--- src/rtl/register_arbiter_pkg.sv ---
// Shared definitions for the register arbiter: FSM state encoding and the
// helper used to size the owner index.
package register_arbiter_pkg;

  typedef enum logic [1:0] {
    IDLE  = 2'b00,
    WRITE = 2'b01,
    ACK   = 2'b10
  } state_t;

  // Smallest r with 2**r >= v; usable in constant expressions.
  function automatic int clog2(input int v);
    int r;
    r = 0;
    for (int i = 0; i < 31; i++) begin
      if ((1 << i) < v) r = i + 1;
    end
    return r;
  endfunction

endpackage

--- src/rtl/register_arbiter_if.sv ---
// Request/grant bundle between the producers and the arbiter.
interface register_arbiter_if
  import register_arbiter_pkg::*;
#(
  parameter int N = 10,
  parameter int M = 4
);
  localparam int W = clog2(M);

  logic [M-1:0]   req;
  logic [M*N-1:0] data;
  logic [M-1:0]   gnt;
  logic [M-1:0]   ack;
  logic [W-1:0]   owner;
  logic           busy;
  logic [N-1:0]   q;

  // Producer side
  modport master (
    output req, data,
    input  gnt, ack, owner, busy, q
  );

  // Arbiter side
  modport slave (
    input  req, data,
    output gnt, ack, owner, busy, q
  );
endinterface

--- src/rtl/register_arbiter_register.sv ---
// Shared storage register: loads d when ena is high, cleared by an
// asynchronous active-high reset.
module register_arbiter_register #(
  parameter int N = 10
) (
  input  logic         clk,
  input  logic         rst,
  input  logic [N-1:0] d,
  input  logic         ena,
  output logic [N-1:0] q
);
  logic [N-1:0] q_reg;

  // Load on enable, clear immediately on reset
  always_ff @(posedge clk or posedge rst) begin
    if (rst) q_reg <= '0;
    else if (ena) q_reg <= d;
  end

  assign q = q_reg;
endmodule

--- src/rtl/register_arbiter.sv ---
// Round-robin write controller: grants one requester at a time, commits its
// word into the shared register and returns a one-cycle acknowledge.
module register_arbiter
  import register_arbiter_pkg::*;
#(
  parameter int N = 10,
  parameter int M = 4
) (
  input logic               clk,
  input logic               rst,   // asynchronous, active low
  register_arbiter_if.slave bus
);
  localparam int W = clog2(M);
  localparam logic [M-1:0] ONE_HOT0 = M'(1);

  state_t         state_reg;
  logic [W-1:0]   ptr_reg;
  logic [W-1:0]   owner_reg;
  logic [M-1:0]   gnt_reg;
  logic [M-1:0]   ack_reg;
  logic [W-1:0]   winner;
  logic [W-1:0]   ptr_next;
  logic [N-1:0]   words [M];
  logic [N-1:0]   wr_word;
  logic [N-1:0]   q_word;

  // First requester at or after p, wrapping modulo M; lowest offset wins.
  function automatic logic [W-1:0] rr_pick(input logic [M-1:0] r,
                                           input logic [W-1:0] p);
    logic [W-1:0] win;
    int idx;
    win = p;
    for (int i = M - 1; i >= 0; i--) begin
      idx = (int'(p) + i) % M;
      if (r[idx]) win = W'(idx);
    end
    return win;
  endfunction

  for (genvar gi = 0; gi < M; gi++) begin : g_words
    assign words[gi] = bus.data[gi*N +: N];
  end

  assign winner   = rr_pick(bus.req, ptr_reg);
  assign ptr_next = (owner_reg == W'(M - 1)) ? '0 : owner_reg + 1'b1;
  assign wr_word  = words[owner_reg];

  // Arbitration FSM with registered grant/acknowledge/owner
  always_ff @(posedge clk or negedge rst) begin
    if (!rst) begin
      state_reg <= IDLE;
      ptr_reg   <= '0;
      owner_reg <= '0;
      gnt_reg   <= '0;
      ack_reg   <= '0;
    end else begin
      case (state_reg)
        IDLE: begin
          ack_reg <= '0;
          gnt_reg <= '0;
          if (|bus.req) begin
            owner_reg <= winner;
            gnt_reg   <= ONE_HOT0 << winner;
            state_reg <= WRITE;
          end
        end
        WRITE: begin
          gnt_reg   <= '0;
          ack_reg   <= ONE_HOT0 << owner_reg;
          state_reg <= ACK;
        end
        ACK: begin
          ack_reg   <= '0;
          ptr_reg   <= ptr_next;
          state_reg <= IDLE;
        end
        default: begin
          gnt_reg   <= '0;
          ack_reg   <= '0;
          state_reg <= IDLE;
        end
      endcase
    end
  end

  register_arbiter_register #(.N(N)) u_register (
    .clk (clk),
    .rst (~rst),
    .d   (wr_word),
    .ena (state_reg == WRITE),
    .q   (q_word)
  );

  assign bus.gnt   = gnt_reg;
  assign bus.ack   = ack_reg;
  assign bus.owner = owner_reg;
  assign bus.busy  = (state_reg != IDLE);
  assign bus.q     = q_word;
endmodule

--- src/flat_wrapper.sv ---
// flat-port wrapper written by rule: the top's interface ports become plain ports
module register_arbiter_flat import register_arbiter_pkg::*;
#(
  parameter int N = 10,
  parameter int M = 4
)
  (clk, rst, bus_req, bus_data, bus_gnt, bus_ack, bus_owner, bus_busy, bus_q);
  register_arbiter_if #(.N(N), .M(M)) bus_i ();
  input logic clk;
  input logic rst;
  input wire logic [$bits(bus_i.req)-1:0] bus_req;
  input wire logic [$bits(bus_i.data)-1:0] bus_data;
  output wire logic [$bits(bus_i.gnt)-1:0] bus_gnt;
  output wire logic [$bits(bus_i.ack)-1:0] bus_ack;
  output wire logic [$bits(bus_i.owner)-1:0] bus_owner;
  output wire logic [$bits(bus_i.busy)-1:0] bus_busy;
  output wire logic [$bits(bus_i.q)-1:0] bus_q;
  assign bus_i.req = bus_req;
  assign bus_i.data = bus_data;
  assign bus_gnt = bus_i.gnt;
  assign bus_ack = bus_i.ack;
  assign bus_owner = bus_i.owner;
  assign bus_busy = bus_i.busy;
  assign bus_q = bus_i.q;
  register_arbiter #(.N(N), .M(M)) u_core (.clk(clk), .rst(rst), .bus(bus_i));
endmodule
--- config.mk ---
export PLATFORM = sky130hd
export DESIGN_NAME = register_arbiter_flat
export DESIGN_NICKNAME = d
export VERILOG_FILES = /design/src/rtl/register_arbiter_pkg.sv /design/src/rtl/register_arbiter_if.sv /design/src/rtl/register_arbiter_register.sv /design/src/rtl/register_arbiter.sv /design/src/flat_wrapper.sv
export SDC_FILE = /design/constraint.sdc
export NUM_CORES = 1
export LEC_CHECK = 0
export ABC_AREA = 1
export BUFFER_PORTS_ARGS = -buffer_cell sky130_fd_sc_hd__buf_2
export CORE_ASPECT_RATIO = 1.5
export CORE_UTILIZATION = 35
export DETAILED_ROUTE_END_ITERATION = 10
export HOLD_SLACK_MARGIN = 0.15
export PLACE_DENSITY = 0.75
export SETUP_SLACK_MARGIN = 0.05
export SLEW_MARGIN = 5
export SYNTH_ARGS = -nofsm -noshare
export SYNTH_HDL_FRONTEND = slang
export SYNTH_HIERARCHICAL = 1
export SYNTH_SLANG_ARGS = --single-unit
--- constraint.sdc ---
create_clock -name clk -period 3 [get_ports clk]
set_input_delay 0 -clock clk [delete_from_list [all_inputs] [get_ports clk]]
set_output_delay 0 -clock clk [all_outputs]
set_load 0.05 [all_outputs]
==> metrics <==
status=finished clean; Worst IR Drop VDD=0.000714 V; most used routing layer in global routing=met2; drt via density=4.81; residual DRC count=0; GRT Util Overall=0.184; most frequent cells after synthesis=nand2_1 (66), nor2_1 (27), dfrtp_1 (24), o21ai_0 (22), inv_1 (21); Worst Setup Start Kind=flop; final number of hold-violating endpoints=0; GPL Wtd Cong=0.846; Pint=1060 µW; port bufs=66; number of enable flip-flop cells after synthesis=0; Synth Flop Type=dfrtp_1; post-synth net total=264; drt total wl=3920 µm; maximum clock insertion buffer count=2; part of the power in registers=0.262; initial drt markers=20; CP required=3.16 ns; crit path cell chain=inv_1 -> o21ai_0 -> o22ai_1 -> dlygate4sd3_1 -> nand2_1 -> nand2_1; CP Data Arrival Time=2.66 ns; syn avg cell area=6.92 µm²; Mapped Cells=214; GRT met1 Usage=0.185; CP delay by family, top=buffers and inverters; Die X=55.1 µm; HPWL after DPL=2800 µm; largest net degree at the start of global routing=26; Setup Skew=0.00322 ns; combinational power share=0.620; post-synthesis cell type count=18; Sum Neg Setup Slack=0 ns; net count reported at finish=341; most numerous cell in the Yosys netlist=nand2_1; Worst Path Max Fanout=25; grt met2 use=0.347; Max-slew headroom=0.480; max cap viols=0; Crit Path Class=reg2reg; Final setup violation count=0; Mapped Area=1480 µm²; mean routed wirelength per cell=11.7 µm; final core occ=0.509; vias in the first global route=1487; cell area power density=1160 nW/µm²; Post-CTS Setup Bufs=0; first-pass GRT wire length=6040 µm; overflow left after global routing=0; TritonCTS buffer count=3; via count=1610; Most common cell on crit path=nand2_1; Root Driver=clkbuf_8; LEAKAGE=0.00117 µW; 1st-pass router iterations=4; routing usage on met3=0.0130; max reg flops=10; max-slew violations=0; fmax=399 MHz; Layout area overhead=37.4%; Die Span Y=81.6 µm; CP Buf/Inv Count=2; post-synth top area share=0.406; core area=3990 µm²; Synth area leaders=dfrtp_1 (41%), nand2_1 (17%), o21ai_0 (7.4%), nor2_1 (6.8%), inv_1 (5.3%); CTS tree=yes; Worst path max stage delay=0.80 ns; CP Capture Type=flop; Initial Util=0.371; clock sinks=24; sw frac=0.549; initial antenna violation count=0; Synth Register Bits=24; layout cell share with drive strength beyond 1=0.297; synth warn=6; cell accounting for the most synthesized area=dfrtp_1; H-Tree Level Count=1; Crit Reg-Reg Startpoint=u_core/bus.owner[0]$_DFFE_PN0P_; antenna cells=0; clk slew on worst S/H paths=0.08 ns; Post-synth ARST share=1.00; Tcrit/Tclk final=0.835; register area share after synthesis=0.406; Psw=1290 µW; crit path from=u_core/bus.owner[0]$_DFFE_PN0P_; Hold Path Class=in2async; die area=4500 µm²; Clock power frac=0.118; Clock Latency Late Sink=0.26 ns; num rows=28; minimum clock period=2.50 ns; RSZ-0062 raised after global routing=no; slowest CP cell=dfrtp_1; top-level I/O count=67; Worst-Margin Slew=0.777 ns; Final ANT Viol Nets=0
kinds of logic (layout without fill, tap and decap cells):
kind of cell             after synthesis  in the layout  synth area share
AND/OR/NAND/NOR                      119            119             0.338
AO/OA/AOI/OAI                         34             34             0.123
buffers and inverters                 33            109            0.0989
flip-flops                            24             24             0.406
adder cells (fa/ha/maj)                4              4            0.0338
metrics by stage:
stage | hold slack [ns] | worst slack, ns | area, µm² | total power, µW | std cells
global placement | -0.0867 | 1.10 | 1820 | 2000 | 317
floorplan | -0.296 | 1.40 | 1480 | 1740 | 214
finish | 0.159 | 0.496 | 2030 | 2360 | 335
detailed placement | -0.0846 | 1.00 | 1820 | 2030 | 317
global route | 0.179 | 0.336 | 2030 | 2560 | 335
CTS | 0.151 | 0.542 | 2030 | 2350 | 335
per-layer routing:
| layer | up-vias | wire length, µm |
|---|---|---|
| met5 | - | 0 |
| met4 | 0 | 108 |
| met3 | 8 | 202 |
| met2 | 52 | 2030 |
| met1 | 729 | 1580 |
| li1 | 821 | - |
what timing repair did:
item / CTS / global route
hold buffers: 14 / 0
hold endpoints to repair: 35 / 0
gates resized for setup: 0 / 0
power groups by stage:
stage	combinational (µW)	clock (µW)	sequential [µW]
after floorplan	837	0	904
after global placement	1380	0	617
after detailed placement	1410	0	622
after CTS	1450	284	616
after global routing	1620	296	637
final	1460	278	617
path summary, 6_finish.rpt:
kind                                                       to  cells past startpoint  slack, ns
setup / recovery           u_core/u_register/q[2]$_DFFE_PP0P_                      6       0.50
max in group asynchronous  u_core/u_register/q[2]$_DFFE_PP0P_                      4       2.18
hold / removal                    u_core/bus.ack[1]$_DFF_PN0_                      2       0.16
min in group clk           u_core/u_register/q[5]$_DFFE_PP0P_                      5       0.16
setup reg to reg           u_core/u_register/q[2]$_DFFE_PP0P_                      6       0.50
hold reg to reg            u_core/u_register/q[3]$_DFFE_PP0P_                      2       0.47
area by class of cell:
cell class,count,area (µm²)
well taps,45,56.3
flip-flops and latches,24,601
repair buffers,80,470
multi-input cells,157,733
clock buffers,3,41.3
fillers,389,1960
clock inverters,1,30.0
inverters,25,101
placed cells by master, fill, tap and decap left out, types with 2 or more instances in the layout:
cell,instances
buf_2,66
o22ai_1,10
nand2_2,10
clkbuf_8,3
inv_1,21
o21ai_0,22
nand2_1,66
dlygate4sd3_1,14
o21ai_1,2
dfrtp_1,24
nor2_1,27
inv_2,3
ha_1,4
nand3_1,13
Note: power is estimated with default switching activity, not from simulation.
